`src/rtl/program_loader_pkg.sv`:
```
// Shared constants, state encoding and small helpers for the program loader
// and the program memory it feeds.
package program_loader_pkg;

  localparam logic [7:0] SYNC_BYTE    = 8'hA5;
  localparam int         CMD_CNT_DEF  = 64;
  localparam int         PC_WIDTH_DEF = 8;
  localparam int         IR_WIDTH_DEF = 16;

  typedef enum logic [2:0] {
    ST_IDLE  = 3'd0,
    ST_LEN   = 3'd1,
    ST_HI    = 3'd2,
    ST_LO    = 3'd3,
    ST_CHK   = 3'd4,
    ST_CLEAR = 3'd5,
    ST_DONE  = 3'd6,
    ST_ERR   = 3'd7
  } state_t;

  function automatic logic [7:0] chk_fold(input logic [7:0] acc, input logic [7:0] data);
    return acc ^ data;
  endfunction

  // States in which the loader takes a stream byte.
  function automatic logic st_accepts(input state_t st);
    logic acc;
    case (st)
      ST_IDLE, ST_LEN, ST_HI, ST_LO, ST_CHK: acc = 1'b1;
      default:                               acc = 1'b0;
    endcase
    return acc;
  endfunction

endpackage

```
`src/rtl/program_loader_if.sv`:
```
// Byte stream (valid/ready) plus program memory write port of the loader.
interface program_loader_if
  import program_loader_pkg::*;
#(
  parameter int PC_WIDTH = PC_WIDTH_DEF,
  parameter int IRWidth  = IR_WIDTH_DEF
);
  logic [7:0]          in_data;
  logic                in_valid;
  logic                in_ready;
  logic                mem_we;
  logic [PC_WIDTH-1:0] mem_addr;
  logic [IRWidth-1:0]  mem_wdata;

  modport master (
    output in_data, in_valid,
    input  in_ready, mem_we, mem_addr, mem_wdata
  );

  modport slave (
    input  in_data, in_valid,
    output in_ready, mem_we, mem_addr, mem_wdata
  );
endinterface

```
`src/rtl/program_loader_fsm_ctrl.sv`:
```
// Frame parser: state register, word index and checksum accumulator.
// Produces a combinational write request that the top level registers.
module loader_fsm_ctrl
  import program_loader_pkg::*;
#(
  parameter int PC_WIDTH = PC_WIDTH_DEF,
  parameter int IRWidth  = IR_WIDTH_DEF,
  parameter int CMD_CNT  = CMD_CNT_DEF
)
(
  input  logic                clk,
  input  logic                res,
  input  logic [7:0]          in_data,
  input  logic                in_valid,
  output logic                in_ready,
  input  logic                restart,
  output logic                wr_req,
  output logic [PC_WIDTH-1:0] wr_addr,
  output logic [IRWidth-1:0]  wr_data,
  output logic                cpu_hold,
  output logic                done,
  output logic                err
);

  localparam logic [PC_WIDTH-1:0] LAST_ADDR = PC_WIDTH'(CMD_CNT - 1);

  state_t              state_r, state_next;
  logic [PC_WIDTH-1:0] index_r, index_next;
  logic [PC_WIDTH-1:0] n_r, n_next;
  logic [7:0]          acc_r, acc_next;
  logic [7:0]          hi_r, hi_next;
  logic                in_ready_r, done_r, err_r, hold_r;
  logic                accept_s, len_bad_s, full_s, last_word_s;
  logic                wr_req_s;
  logic [PC_WIDTH-1:0] wr_addr_s;
  logic [IRWidth-1:0]  wr_data_s;

  assign accept_s    = in_valid && in_ready_r;
  assign len_bad_s   = (in_data == 8'd0) || ({24'd0, in_data} > 32'(CMD_CNT));
  assign full_s      = (32'(n_r) == 32'(CMD_CNT));
  assign last_word_s = ((index_r + PC_WIDTH'(1)) == n_r);

  // Next-state, datapath updates and write request.
  always_comb begin
    state_next = state_r;
    index_next = index_r;
    n_next     = n_r;
    acc_next   = acc_r;
    hi_next    = hi_r;
    wr_req_s   = 1'b0;
    wr_addr_s  = index_r;
    wr_data_s  = {IRWidth{1'b0}};
    case (state_r)
      ST_IDLE: begin
        if (accept_s && (in_data == SYNC_BYTE)) begin
          state_next = ST_LEN;
        end else begin
          state_next = ST_IDLE;
        end
      end
      ST_LEN: begin
        if (accept_s) begin
          if (len_bad_s) begin
            state_next = ST_ERR;
          end else begin
            n_next     = PC_WIDTH'(in_data);
            index_next = '0;
            acc_next   = 8'd0;
            state_next = ST_HI;
          end
        end else begin
          state_next = ST_LEN;
        end
      end
      ST_HI: begin
        if (accept_s) begin
          hi_next    = in_data;
          acc_next   = chk_fold(acc_r, in_data);
          state_next = ST_LO;
        end else begin
          state_next = ST_HI;
        end
      end
      ST_LO: begin
        if (accept_s) begin
          acc_next   = chk_fold(acc_r, in_data);
          wr_req_s   = 1'b1;
          wr_data_s  = IRWidth'({hi_r, in_data});
          index_next = index_r + PC_WIDTH'(1);
          if (last_word_s) begin
            state_next = ST_CHK;
          end else begin
            state_next = ST_HI;
          end
        end else begin
          state_next = ST_LO;
        end
      end
      ST_CHK: begin
        if (accept_s) begin
          if (in_data != acc_r) begin
            state_next = ST_ERR;
          end else if (full_s) begin
            state_next = ST_DONE;
          end else begin
            state_next = ST_CLEAR;
          end
        end else begin
          state_next = ST_CHK;
        end
      end
      // index already points at N after the last word; sweep it to the top.
      ST_CLEAR: begin
        wr_req_s = 1'b1;
        if (index_r == LAST_ADDR) begin
          state_next = ST_DONE;
        end else begin
          index_next = index_r + PC_WIDTH'(1);
          state_next = ST_CLEAR;
        end
      end
      ST_DONE, ST_ERR: begin
        if (restart) begin
          index_next = '0;
          state_next = ST_IDLE;
        end else begin
          state_next = state_r;
        end
      end
      default: begin
        state_next = ST_IDLE;
      end
    endcase
  end

  // State, datapath and status flag registers.
  always_ff @(posedge clk) begin
    if (res) begin
      state_r    <= ST_IDLE;
      index_r    <= '0;
      n_r        <= '0;
      acc_r      <= 8'd0;
      hi_r       <= 8'd0;
      in_ready_r <= 1'b0;
      done_r     <= 1'b0;
      err_r      <= 1'b0;
      hold_r     <= 1'b1;
    end else begin
      state_r    <= state_next;
      index_r    <= index_next;
      n_r        <= n_next;
      acc_r      <= acc_next;
      hi_r       <= hi_next;
      in_ready_r <= st_accepts(state_next);
      done_r     <= (state_next == ST_DONE);
      err_r      <= (state_next == ST_ERR);
      hold_r     <= (state_next != ST_DONE);
    end
  end

  assign in_ready = in_ready_r;
  assign wr_req   = wr_req_s;
  assign wr_addr  = wr_addr_s;
  assign wr_data  = wr_data_s;
  assign cpu_hold = hold_r;
  assign done     = done_r;
  assign err      = err_r;

endmodule

```
`src/rtl/program_loader.sv`:
```
// Program memory writer: parses the framed byte stream and drives a
// registered write port; releases the CPU only after a verified image.
module program_loader
  import program_loader_pkg::*;
#(
  parameter int PC_WIDTH = PC_WIDTH_DEF,
  parameter int IRWidth  = IR_WIDTH_DEF,
  parameter int CMD_CNT  = CMD_CNT_DEF
)
(
  input  logic              clk,
  input  logic              res,
  program_loader_if.slave   bus,
  input  logic              restart,
  output logic              cpu_hold,
  output logic              done,
  output logic              err
);

  logic                wr_req_s;
  logic [PC_WIDTH-1:0] wr_addr_s;
  logic [IRWidth-1:0]  wr_data_s;
  logic                in_ready_s;
  logic                mem_we_r;
  logic [PC_WIDTH-1:0] mem_addr_r;
  logic [IRWidth-1:0]  mem_wdata_r;

  loader_fsm_ctrl #(
    .PC_WIDTH (PC_WIDTH),
    .IRWidth  (IRWidth),
    .CMD_CNT  (CMD_CNT)
  ) u_ctrl (
    .clk      (clk),
    .res      (res),
    .in_data  (bus.in_data),
    .in_valid (bus.in_valid),
    .in_ready (in_ready_s),
    .restart  (restart),
    .wr_req   (wr_req_s),
    .wr_addr  (wr_addr_s),
    .wr_data  (wr_data_s),
    .cpu_hold (cpu_hold),
    .done     (done),
    .err      (err)
  );

  // Write port register; address and data hold between strobes.
  always_ff @(posedge clk) begin
    if (res) begin
      mem_we_r    <= 1'b0;
      mem_addr_r  <= '0;
      mem_wdata_r <= '0;
    end else begin
      mem_we_r <= wr_req_s;
      if (wr_req_s) begin
        mem_addr_r  <= wr_addr_s;
        mem_wdata_r <= wr_data_s;
      end
    end
  end

  assign bus.in_ready  = in_ready_s;
  assign bus.mem_we    = mem_we_r;
  assign bus.mem_addr  = mem_addr_r;
  assign bus.mem_wdata = mem_wdata_r;

endmodule
```
`src/flat_wrapper.sv`:
```
// flat-port wrapper written by rule: the top's interface ports become plain ports
module program_loader_flat import program_loader_pkg::*;
#(
  parameter int PC_WIDTH = PC_WIDTH_DEF,
  parameter int IRWidth  = IR_WIDTH_DEF,
  parameter int CMD_CNT  = CMD_CNT_DEF
)
  (clk, res, restart, cpu_hold, done, err, bus_in_data, bus_in_valid, bus_in_ready, bus_mem_we, bus_mem_addr, bus_mem_wdata);
  program_loader_if #(.PC_WIDTH(PC_WIDTH), .IRWidth(IRWidth)) bus_i ();
  input  logic clk;
  input  logic res;
  input  logic restart;
  output logic cpu_hold;
  output logic done;
  output logic err;
  input wire logic [$bits(bus_i.in_data)-1:0] bus_in_data;
  input wire logic [$bits(bus_i.in_valid)-1:0] bus_in_valid;
  output wire logic [$bits(bus_i.in_ready)-1:0] bus_in_ready;
  output wire logic [$bits(bus_i.mem_we)-1:0] bus_mem_we;
  output wire logic [$bits(bus_i.mem_addr)-1:0] bus_mem_addr;
  output wire logic [$bits(bus_i.mem_wdata)-1:0] bus_mem_wdata;
  assign bus_i.in_data = bus_in_data;
  assign bus_i.in_valid = bus_in_valid;
  assign bus_in_ready = bus_i.in_ready;
  assign bus_mem_we = bus_i.mem_we;
  assign bus_mem_addr = bus_i.mem_addr;
  assign bus_mem_wdata = bus_i.mem_wdata;
  program_loader #(.PC_WIDTH(PC_WIDTH), .IRWidth(IRWidth), .CMD_CNT(CMD_CNT)) u_core (.clk(clk), .res(res), .bus(bus_i), .restart(restart), .cpu_hold(cpu_hold), .done(done), .err(err));
endmodule
```
`config.mk`:
```
export PLATFORM = sky130hd
export DESIGN_NAME = program_loader_flat
export DESIGN_NICKNAME = d
export VERILOG_FILES = /design/src/rtl/program_loader_pkg.sv /design/src/rtl/program_loader_if.sv /design/src/rtl/program_loader_fsm_ctrl.sv /design/src/rtl/program_loader.sv /design/src/flat_wrapper.sv
export SDC_FILE = /design/constraint.sdc
export NUM_CORES = 1
export LEC_CHECK = 0
export CORE_UTILIZATION = 50
export CTS_BUF_LIST = sky130_fd_sc_hd__clkbuf_16
export CTS_CLUSTER_DIAMETER = 40
export CTS_CLUSTER_SIZE = 25
export DETAILED_ROUTE_END_ITERATION = 6
export GPL_TIMING_DRIVEN = 1
export PLACE_DENSITY = 0.76
export SLEW_MARGIN = 20
export SYNTH_ARGS = -nofsm -noshare
export SYNTH_HDL_FRONTEND = slang
export SYNTH_SLANG_ARGS = --single-unit
```
`constraint.sdc`:
```
create_clock -name clk -period 2.1 [get_ports clk]
set_input_delay 0.42 -clock clk [delete_from_list [all_inputs] [get_ports clk]]
set_output_delay 0.42 -clock clk [all_outputs]
set_load 0.01 [all_outputs]
```
### Word-level counts from Yosys, hierarchy flattened

Cells that the tools add are included.

* bits in registers: 64
* output and inout bits: 29
* logic and storage cells: 81

* $add $sub $neg: 1
* magnitude comparators: 1
* equal/unequal tests: 25
* mux-type cells: 25
* bitwise logic cells: 2
* reductions and logical operators: 15

Operator list (count)
* two-way mux 8 bit: 6
* two-way mux 16 bit: 2
* one-hot mux 8 bit (4 select lines): 1
* == test 3 bit (second input constant): 7
* one-hot mux 3 bit (7 select lines): 1
* two-way mux 3 bit: 6
* one-hot mux 8 bit (2 select lines): 1
* == test 3 x 2 -> 1 bit (second input constant): 4
* inequality test 2 bit (second input constant): 5
* adder 8 x 1 -> 8 bit (second input constant): 1
* == test 8 x 6 -> 1 bit (second input constant): 1
* == test 8 x 7 -> 1 bit (second input constant): 1
* == test 8 bit: 1
* == test 8 bit (second input constant): 1
* greater-than comparator 8 x 7 -> 1 bit (second input constant): 1
* zero test 8 bit: 1
* inequality test 8 bit: 1
* bitwise XOR 8 bit: 1
* == test 3 x 1 -> 1 bit (second input constant): 2
* zero test 3 bit: 2
* two-way mux 2 bit: 3
* AND reduction 6 bit: 1
* OR reduction 5 bit: 1
* two-way mux 1 bit: 4
* 12 further kinds: 14

### Longest topological paths before layout

Gate-level depths: netlist of the first run.

* depth after elaboration: 8
* mapped depth: 8
* gate-level depth less buffers: 7

### Modules after synthesis

Synthesis of the first run repeated with hierarchy kept, for this count alone.

* cells, all modules: 372
* area total of the unflattened synthesis: 3256.9 µm²

By module, submodules not included
* loader_fsm_ctrl: times used 1, cells each 292, area an instance 2354.8 µm², seq. area each 780.7 µm²
* program_loader: times used 1, cells each 80, area an instance 902.1 µm², seq. area each 500.5 µm²

### Worst setup path after synthesis of the first run

Ideal clock, no wire load.

* kind: reg2reg
* start: register u_core.u_ctrl.index_r[0], in the netlist u_core.u_ctrl.wr_addr[0]
* end: register u_core.u_ctrl.err_r, in the netlist u_core.u_ctrl.err
* arrival time: 2.245 ns
* data required time: 2.012 ns
* path slack: -0.233 ns
* cell stages (with the launch flop): 8
* buffers on the path: 0
* clock period less this slack: 2.333 ns
* path through: dfxtp_1 ha_1 xor2_1 a2111oi_2 o311ai_1 or4_4 o21a_1 nor4_2

* word-level cells in the longest chain between the ends: 6

Ends and longest elaborated chain
* start: declaration: RTL line program_loader_fsm_ctrl.sv:28 `logic [PC_WIDTH-1:0] index_r, index_next;`
* start signal: assignment: RTL line program_loader_fsm_ctrl.sv:150 `index_r <= index_next;`
* adder 8 x 1 -> 8 bit: RTL line program_loader_fsm_ctrl.sv:41 `assign last_word_s = ((index_r + PC_WIDTH'(1)) == n_r);`
* == test 8 bit: RTL line program_loader_fsm_ctrl.sv:41
* two-way mux 3 bit: RTL line program_loader_fsm_ctrl.sv:90 `if (last_word_s) begin`
* two-way mux 3 bit: RTL line program_loader_fsm_ctrl.sv:85 `if (accept_s) begin`
* one-hot mux 3 bit (7 select lines) *: RTL line program_loader_fsm_ctrl.sv:53 `case (state_r)`
* == test 3 bit *: RTL line program_loader_fsm_ctrl.sv:156 `err_r <= (state_next == ST_ERR);`
* end signal: assignment: RTL line program_loader_fsm_ctrl.sv:156
* end: declaration: RTL line program_loader_fsm_ctrl.sv:32 `logic in_ready_r, done_r, err_r, hold_r;`

Every way passes the cells marked *; elsewhere a longest branch is shown, timed or not.
A chain may end at the register's enable or synchronous reset.

### Final worst setup path of the first run

* start: register u_core.u_ctrl.index_r[0], in the netlist u_core.u_ctrl.wr_addr[0]
* end: register u_core.u_ctrl.done_r, in the netlist u_core.u_ctrl.done

* word-level cells in the longest chain between the ends: 6

Ends and longest elaborated chain
* adder 8 x 1 -> 8 bit: RTL line program_loader_fsm_ctrl.sv:41
* == test 8 bit: RTL line program_loader_fsm_ctrl.sv:41
* two-way mux 3 bit: RTL line program_loader_fsm_ctrl.sv:90
* two-way mux 3 bit: RTL line program_loader_fsm_ctrl.sv:85
* one-hot mux 3 bit (7 select lines) *: RTL line program_loader_fsm_ctrl.sv:53
* == test 3 bit *: RTL line program_loader_fsm_ctrl.sv:155 `done_r <= (state_next == ST_DONE);`
* end signal: assignment: RTL line program_loader_fsm_ctrl.sv:155
* end: declaration: RTL line program_loader_fsm_ctrl.sv:32

Marked as above.

==> impl_metrics.ini, run 1 <==
[global_route]
grt_pass1_vias = 2978
grt_pass1_wl_mm = 13.6
antenna_found_initial = 0
groute.usage.overall_pct = 27.0
grt-ovfl-total = 0
grt_max_degree = 28

[worst_setup_path]
worst_setup_path_end_kind = flop
crit_path_top_delay_cell = or4_4
cp.required_ps = 2320
crit_fanout = 5
critPathLaunchType = flop
cp_slowest_stage_delay_ps = 480
path_cells = ha_4 > xor2_1 > a2111oi_2 > o311ai_1 > or4_4 > a31o_1 > and3_1
critical_path_arrival_ps = 2310
r2r_slack_ps = 9
critPathKind = reg -> reg

[die]
die_x_um = 81.4
start_util_pct = 52.6
num_rows = 28
ioPinCount = 41
die_area_um2 = 6630
die_h_um = 81.4
design.core.area_um2 = 5990

[detailed_routing]
wl_met3_um = 376
wl_met1_mm = 3.82
wl_mm = 8.61
dr.max_layer_used = met4
via_per_inst = 5.74
drcViolationCount = 0
drt_iter0_drc = 160
via_count = 3169
postRouteAntennaNets = 0
firstDrtPassIters = 5
met2_length_mm = 4.19
wl_per_cell_um = 15.6

[worst_hold_path]
hold_path_class = reg -> reg

[cts]
holdBufCountCts = 0
cts_tree = yes
ctsRootBufferMaster = clkbuf_16
clockBufferDepth = 2
cts_sinks = 64
cts_made_buffers = 9
path_clk_slew_ps = 60
clk_latency_ps = 330
htreeDepth = 3

[pwr]
p_sw_mw = 0.634
p_total_mw = 2.82
p_int_mw = 2.19
power_frac_seq_pct = 43.0
clkPwrFrac_pct = 52.2
switching_share_pct = 22.5
combPwrFrac_pct = 4.8
p_leak_nw = 1.56
vdd.ir_drop.worst_mv = 0.558
power_density_nw_per_um2 = 651

[outcome]
status = finished, final reports clean

[cells_and_area]
synthToLayoutAreaGrowth_pct = 37.7
finish.utilization_pct = 72.4
layout-drive-gt1-share_pct = 22.2
diodes = 0
final_area_um2 = 4340
fin_nets = 485
fillCellCount = 481
layout_commonest_cell = buf_4
layout_common_cells = 62 x buf_4, 61 x dfxtp_1, 43 x nand2_1

[sta]
drv_slew = 0
period_minus_slack_ps = 2090
max_freq_ghz = 0.478
worstMarginPinSlew_ps = 648
maxSlewHeadroom_pct = 56.7
finalHoldViolations = 0
fin_crit_sh_pct = 99.5
setup_viol_count_final = 0
clock_skew_ps = 7.41
rsz0062_at_grt = true

[logic_synthesis]
synthArstFlopShare_pct = 0
synth_nets = 400
yosysSeqAreaShare_pct = 40.7
synth_cell_type_count = 59
yosys_warnings = 0
synth-seq-cells = 64
synth_ff_type = dfxtp_1
syn_area_per_cell_um2 = 8.14
synthesis.area_um2 = 3150
synth-edff-count = 0
syn_inst = 387

[placement]
dp_hpwl_mm = 6.05
finalWeightedCongestion = 0.937
place_area_um2 = 4010
portBuffers = 40

[run]
cap_violations = 0
[flip-flops by register name, summed over array words and instances, names as in the netlist]
name,flops
u_core.bus.mem_wdata,16
u_core.u_ctrl.cpu_hold,1
u_core.u_ctrl.state_r,3
u_core.u_ctrl.acc_r,8
u_core.u_ctrl.hi_r,8
u_core.u_ctrl.n_r,8
u_core.u_ctrl.in_ready,1
u_core.u_ctrl.err,1
u_core.bus.mem_addr,8
u_core.u_ctrl.wr_addr,8
u_core.u_ctrl.done,1
u_core.bus.mem_we,1
[worst max-delay path, delay by kind of cell (launching register included)]
kind | cells | cell delay [ps]
AO/OA/AOI/OAI | 3 | 610
XOR/XNOR | 1 | 140
adder cells (fa/ha/maj) | 1 | 240
flip-flops | 1 | 360
AND/OR/NAND/NOR | 2 | 640
[cell type report]
class	count	area (um^2)	area share, %
multi-input cells	289	1780	41.0
flip-flops and latches	64	1290	29.7
repair buffers	103	863	19.9
clock buffers	9	225	5.19
well taps	75	93.8	2.16
clock inverters	7	68.8	1.59
inverters	5	18.8	0.433
[cell families (layout without fill, tap and decap cells)]
kind of cell | after synthesis | count (layout) | synth area share (%)
AOI/OAI and AO/OA | 95 | 95 | 18.5
xor gates and xnor gates | 8 | 8 | 2.22
adders and majority gates | 1 | 1 | 0.397
buffers and inverters | 34 | 124 | 4.68
DFF | 64 | 64 | 40.7
muxes | 15 | 15 | 4.76
and+or+nand+nor | 170 | 170 | 28.8
[synthesized netlist by cell type (7+ instances only)]
cell | n | area share (%)
buf_2 | 7 | 1.1
o21ai_0 | 9 | 1.4
nand2_1 | 43 | 5.1
o22ai_1 | 12 | 2.4
clkbuf_1 | 19 | 2.3
nand3_1 | 21 | 3.3
nor2_1 | 36 | 4.3
dfxtp_1 | 64 | 41
mux2i_1 | 15 | 4.8
nor3_1 | 8 | 1.3
nor2b_1 | 17 | 3.4
a21oi_1 | 41 | 6.5
a22oi_1 | 8 | 1.9
[layer usage]
| layer | global-route usage, % | up-vias |
|---|---|---|
| met1 | 34.0 | 1498 |
| met3 | 5.96 | 25 |
| li1 | - | 1547 |
| met2 | 44.6 | 99 |
| met5 | 0 | - |
| met4 | 10.7 | 0 |
[final timing paths]
check,start,endpoint,depth (start not counted)
max,u_core.u_ctrl.wr_addr[0],u_core.u_ctrl.done,7
min,u_core.u_ctrl.hi_r[4],u_core.bus.mem_wdata[12],2
max reg2reg,u_core.u_ctrl.wr_addr[0],u_core.u_ctrl.done,7
min reg2reg,u_core.u_ctrl.hi_r[4],u_core.bus.mem_wdata[12],2
[metrics by stage]
| step | std cells | setup slack [ps] | hold slack [ps] | TNS, ps |
|---|---|---|---|---|
| 6_report | 552 | 9.47 | 451 | 0 |
| 3_5_place_dp | 534 | -639 | 452 | -11440 |
| 3_3_place_gp | 534 | -588 | 438 | -10130 |
| 2_1_floorplan | 387 | 4.45 | 431 | 0 |
| 5_1_grt | 552 | -115 | 474 | -419 |
| 4_1_cts | 552 | -63.4 | 459 | -85.0 |
[repair_timing]
action,4_1_cts,5_1_grt
pin swaps,4,7
gates resized for setup,13,11
setup buffers,2,0
setup endpoints to repair,20,12
[power groups by stage]
stage / sequential [mW] / clock, mW / combinational (mW)
CTS: 1.22 / 1.48 / 0.134
detailed placement: 1.24 / 0 / 0.138
floorplan: 1.24 / 0 / 0.0577
global route: 1.21 / 1.54 / 0.145
global placement: 1.24 / 0 / 0.137
finish: 1.21 / 1.47 / 0.137
Note: power is estimated with default switching activity, not from simulation.
==> inputs of run 2 (changes only) <==
--- a/config.mk
+++ b/config.mk
@@ -5,6 +5,7 @@
 export SDC_FILE = /design/constraint.sdc
 export NUM_CORES = 1
 export LEC_CHECK = 0
+export CAP_MARGIN = 20
 export CORE_UTILIZATION = 50
 export CTS_BUF_LIST = sky130_fd_sc_hd__clkbuf_16
 export CTS_CLUSTER_DIAMETER = 40
@@ -15,4 +16,5 @@
 export SLEW_MARGIN = 20
 export SYNTH_ARGS = -nofsm -noshare
 export SYNTH_HDL_FRONTEND = slang
+export SYNTH_HIERARCHICAL = 1
 export SYNTH_SLANG_ARGS = --single-unit
==> run 2 against run 1 <==
The run now ends with negative setup slack left; flip-flop and latch count stayed put; global-route usage is 0.70 points lower; synthesized area is 3.3% higher; hold slack worse by 29 ps; first-iteration DRC count is 40% higher; largest cell class unchanged.
==> impl_metrics.ini, run 2 <==
[global_route]
grt-ovfl-total = 0
grt_pass1_vias = 2853
antenna_found_initial = 0
grt_pass1_wl_mm = 13.4
grt_max_degree = 52
groute.usage.overall_pct = 26.4

[cts]
path_clk_slew_ps = 50
cts_made_buffers = 9
clk_latency_ps = 330
htreeDepth = 3
cts_tree = yes
clockBufferDepth = 2
holdBufCountCts = 0
cts_sinks = 64
ctsRootBufferMaster = clkbuf_16

[placement]
dp_hpwl_mm = 5.81
portBuffers = 40
finalWeightedCongestion = 0.922
placed_cells = 507
place_area_um2 = 3990
post-place-ws_ps = -446

[logic_synthesis]
synthArstFlopShare_pct = 0
synth_most_common_cell = dfxtp_1
yosysTopAreaCell = dfxtp_1
synth_ff_type = dfxtp_1
yosys_warnings = 6
synth-edff-count = 0
synth_cell_type_count = 59
synthesis.area_um2 = 3260
synth-seq-cells = 64
syn_inst = 372
ys_top_cells_by_area = dfxtp_1 39%, mux2i_1 12%, nor2_1 6.2%
synth_common_cells = 64 x dfxtp_1, 54 x nor2_1, 39 x mux2i_1, 19 x clkbuf_1, 19 x nand2_1
syn_area_per_cell_um2 = 8.76
synth_top_area_share_pct = 39.3
yosysSeqAreaShare_pct = 39.3
synth_nets = 385

[sta]
drv_slew = 0
finalHoldViolations = 0
max_freq_ghz = 0.473
clock_skew_ps = 5.82
setup_viol_count_final = 1
fin_crit_sh_pct = 101
rsz0062_at_grt = true
worstMarginPinSlew_ps = 588
period_minus_slack_ps = 2120
setup_ws_ps = -15.1
maxSlewHeadroom_pct = 60.5

[worst_setup_path]
cp.required_ps = 2310
critical_path_arrival_ps = 2320
r2r_start = u_core/u_ctrl/wr_addr[0]
critPathLaunchType = flop
critPathKind = reg -> reg
cp_slowest_stage_delay_ps = 490
crit_fanout = 2
worst_setup_path_end_kind = flop
path_cells = ha_4 > xnor2_2 > nand2_2 > or4_4 > o32a_1 > or3_1
critPathLaunch = u_core/u_ctrl/wr_addr[0]
crit_path_top_delay_cell = or4_4

[detailed_routing]
wl_per_cell_um = 16.9
postRouteAntennaNets = 0
firstDrtPassIters = 4
drt_iter0_drc = 224
drcViolationCount = 0
wl_mm = 8.89
via_per_inst = 5.98
via_count = 3137

[cells_and_area]
fin_nets = 456
synthToLayoutAreaGrowth_pct = 39.1
layout-drive-gt1-share_pct = 25.7
multi_input_area_um2 = 1980
fillCellCount = 465
final_area_um2 = 4530
diodes = 0
finish.utilization_pct = 71.8
final_cells = 525
largest_reg_flops = 16
layout_commonest_cell = dfxtp_1
register_area_um2 = 1300
layout_common_cells = 57 x dfxtp_1, 52 x nor2_1, 43 x buf_4

[pwr]
p_leak_nw = 1.66
p_total_mw = 2.68
vdd.ir_drop.worst_mv = 0.491
switching_share_pct = 23.2
p_sw_mw = 0.622
combPwrFrac_pct = 5.3
power_density_nw_per_um2 = 592
p_int_mw = 2.06
clkPwrFrac_pct = 49.5
power_frac_seq_pct = 45.2

[outcome]
status = finished, violations left
violations = negative setup slack

[die]
die_x_um = 82.7
design.core.area_um2 = 6310
ioPinCount = 41
die_area_um2 = 6840
start_util_pct = 51.6
num_rows = 29
die_h_um = 82.7

[run]
cap_violations = 0

[worst_hold_path]
hold_path_class = in -> reg
min_from = res
==> run 2: final cells by class <==
class | instances | share of cell area, %
Tap cell | 77 | 2.13
Inverter | 3 | 0.249
Sequential cell | 64 | 28.6
Timing Repair Buffer | 94 | 19.4
Clock buffer | 9 | 4.97
Clock inverter | 7 | 0.884
Multi-Input combinational cell | 271 | 43.8
==> run 2: through the flow <==
stage	TNS [ps]	hold slack (ps)
final	-15.1	423
after global routing	-232	437
after CTS	0	408
after detailed placement	-12240	478
after global placement	-10020	462
after floorplan	0	452
==> run 2: power by group through the flow <==
stage / combinational, mW / sequential, mW / clock (mW)
after global routing: 0.152 / 1.21 / 1.39
after detailed placement: 0.126 / 1.24 / 0
after floorplan: 0.0618 / 1.24 / 0
after CTS: 0.131 / 1.22 / 1.34
final: 0.142 / 1.21 / 1.33
after global placement: 0.126 / 1.24 / 0
==> run 2: kinds of logic after synthesis <==
| logic type | synth area share (%) |
|---|---|
| and+or+nand+nor | 25.0 |
| muxes | 12.0 |
| adders and majority gates | 0.384 |
| xor gates and xnor gates | 4.30 |
| buffers and inverters | 6.07 |
| AOI/OAI and AO/OA | 12.9 |
| DFF | 39.3 |
==> run 2: path summary, 6_finish.rpt <==
kind / end / slack [ps] / depth (start not counted)
max: u_core/u_ctrl/cpu_hold / -20 / 6
max reg2reg: u_core/u_ctrl/cpu_hold / -20 / 6
min: u_core/u_ctrl/n_r[2] / 420 / 2
min reg2reg: u_core/bus.mem_wdata[4] / 500 / 2
==> run 2: repair_timing <==
item                                   4_1_cts  5_1_grt
setup endpoints to repair                   16       31
pin swaps                                    3       12
gates cloned                                 1        0
endpoints found under the hold margin        0        0
buffers inserted                             0        1
resized for setup                           19       47
==> run 2: worst max-delay path: cells and delay by family (launching register included) <==
family | cells | cell delay [ps]
AOI/OAI and AO/OA | 1 | 370
xor gates and xnor gates | 1 | 110
adders and majority gates | 1 | 280
DFF | 1 | 350
and+or+nand+nor | 3 | 890
==> run 2: layer usage <==
layer | track usage (%) | wire length [um] | part of all wire [%]
met1 | 33.6 | 3820 | 43
met4 | 13.3 | 293 | 3.3
met3 | 4.73 | 590 | 6.6
met5 | 0 | 0 | 0
met2 | 42.4 | 4180 | 47
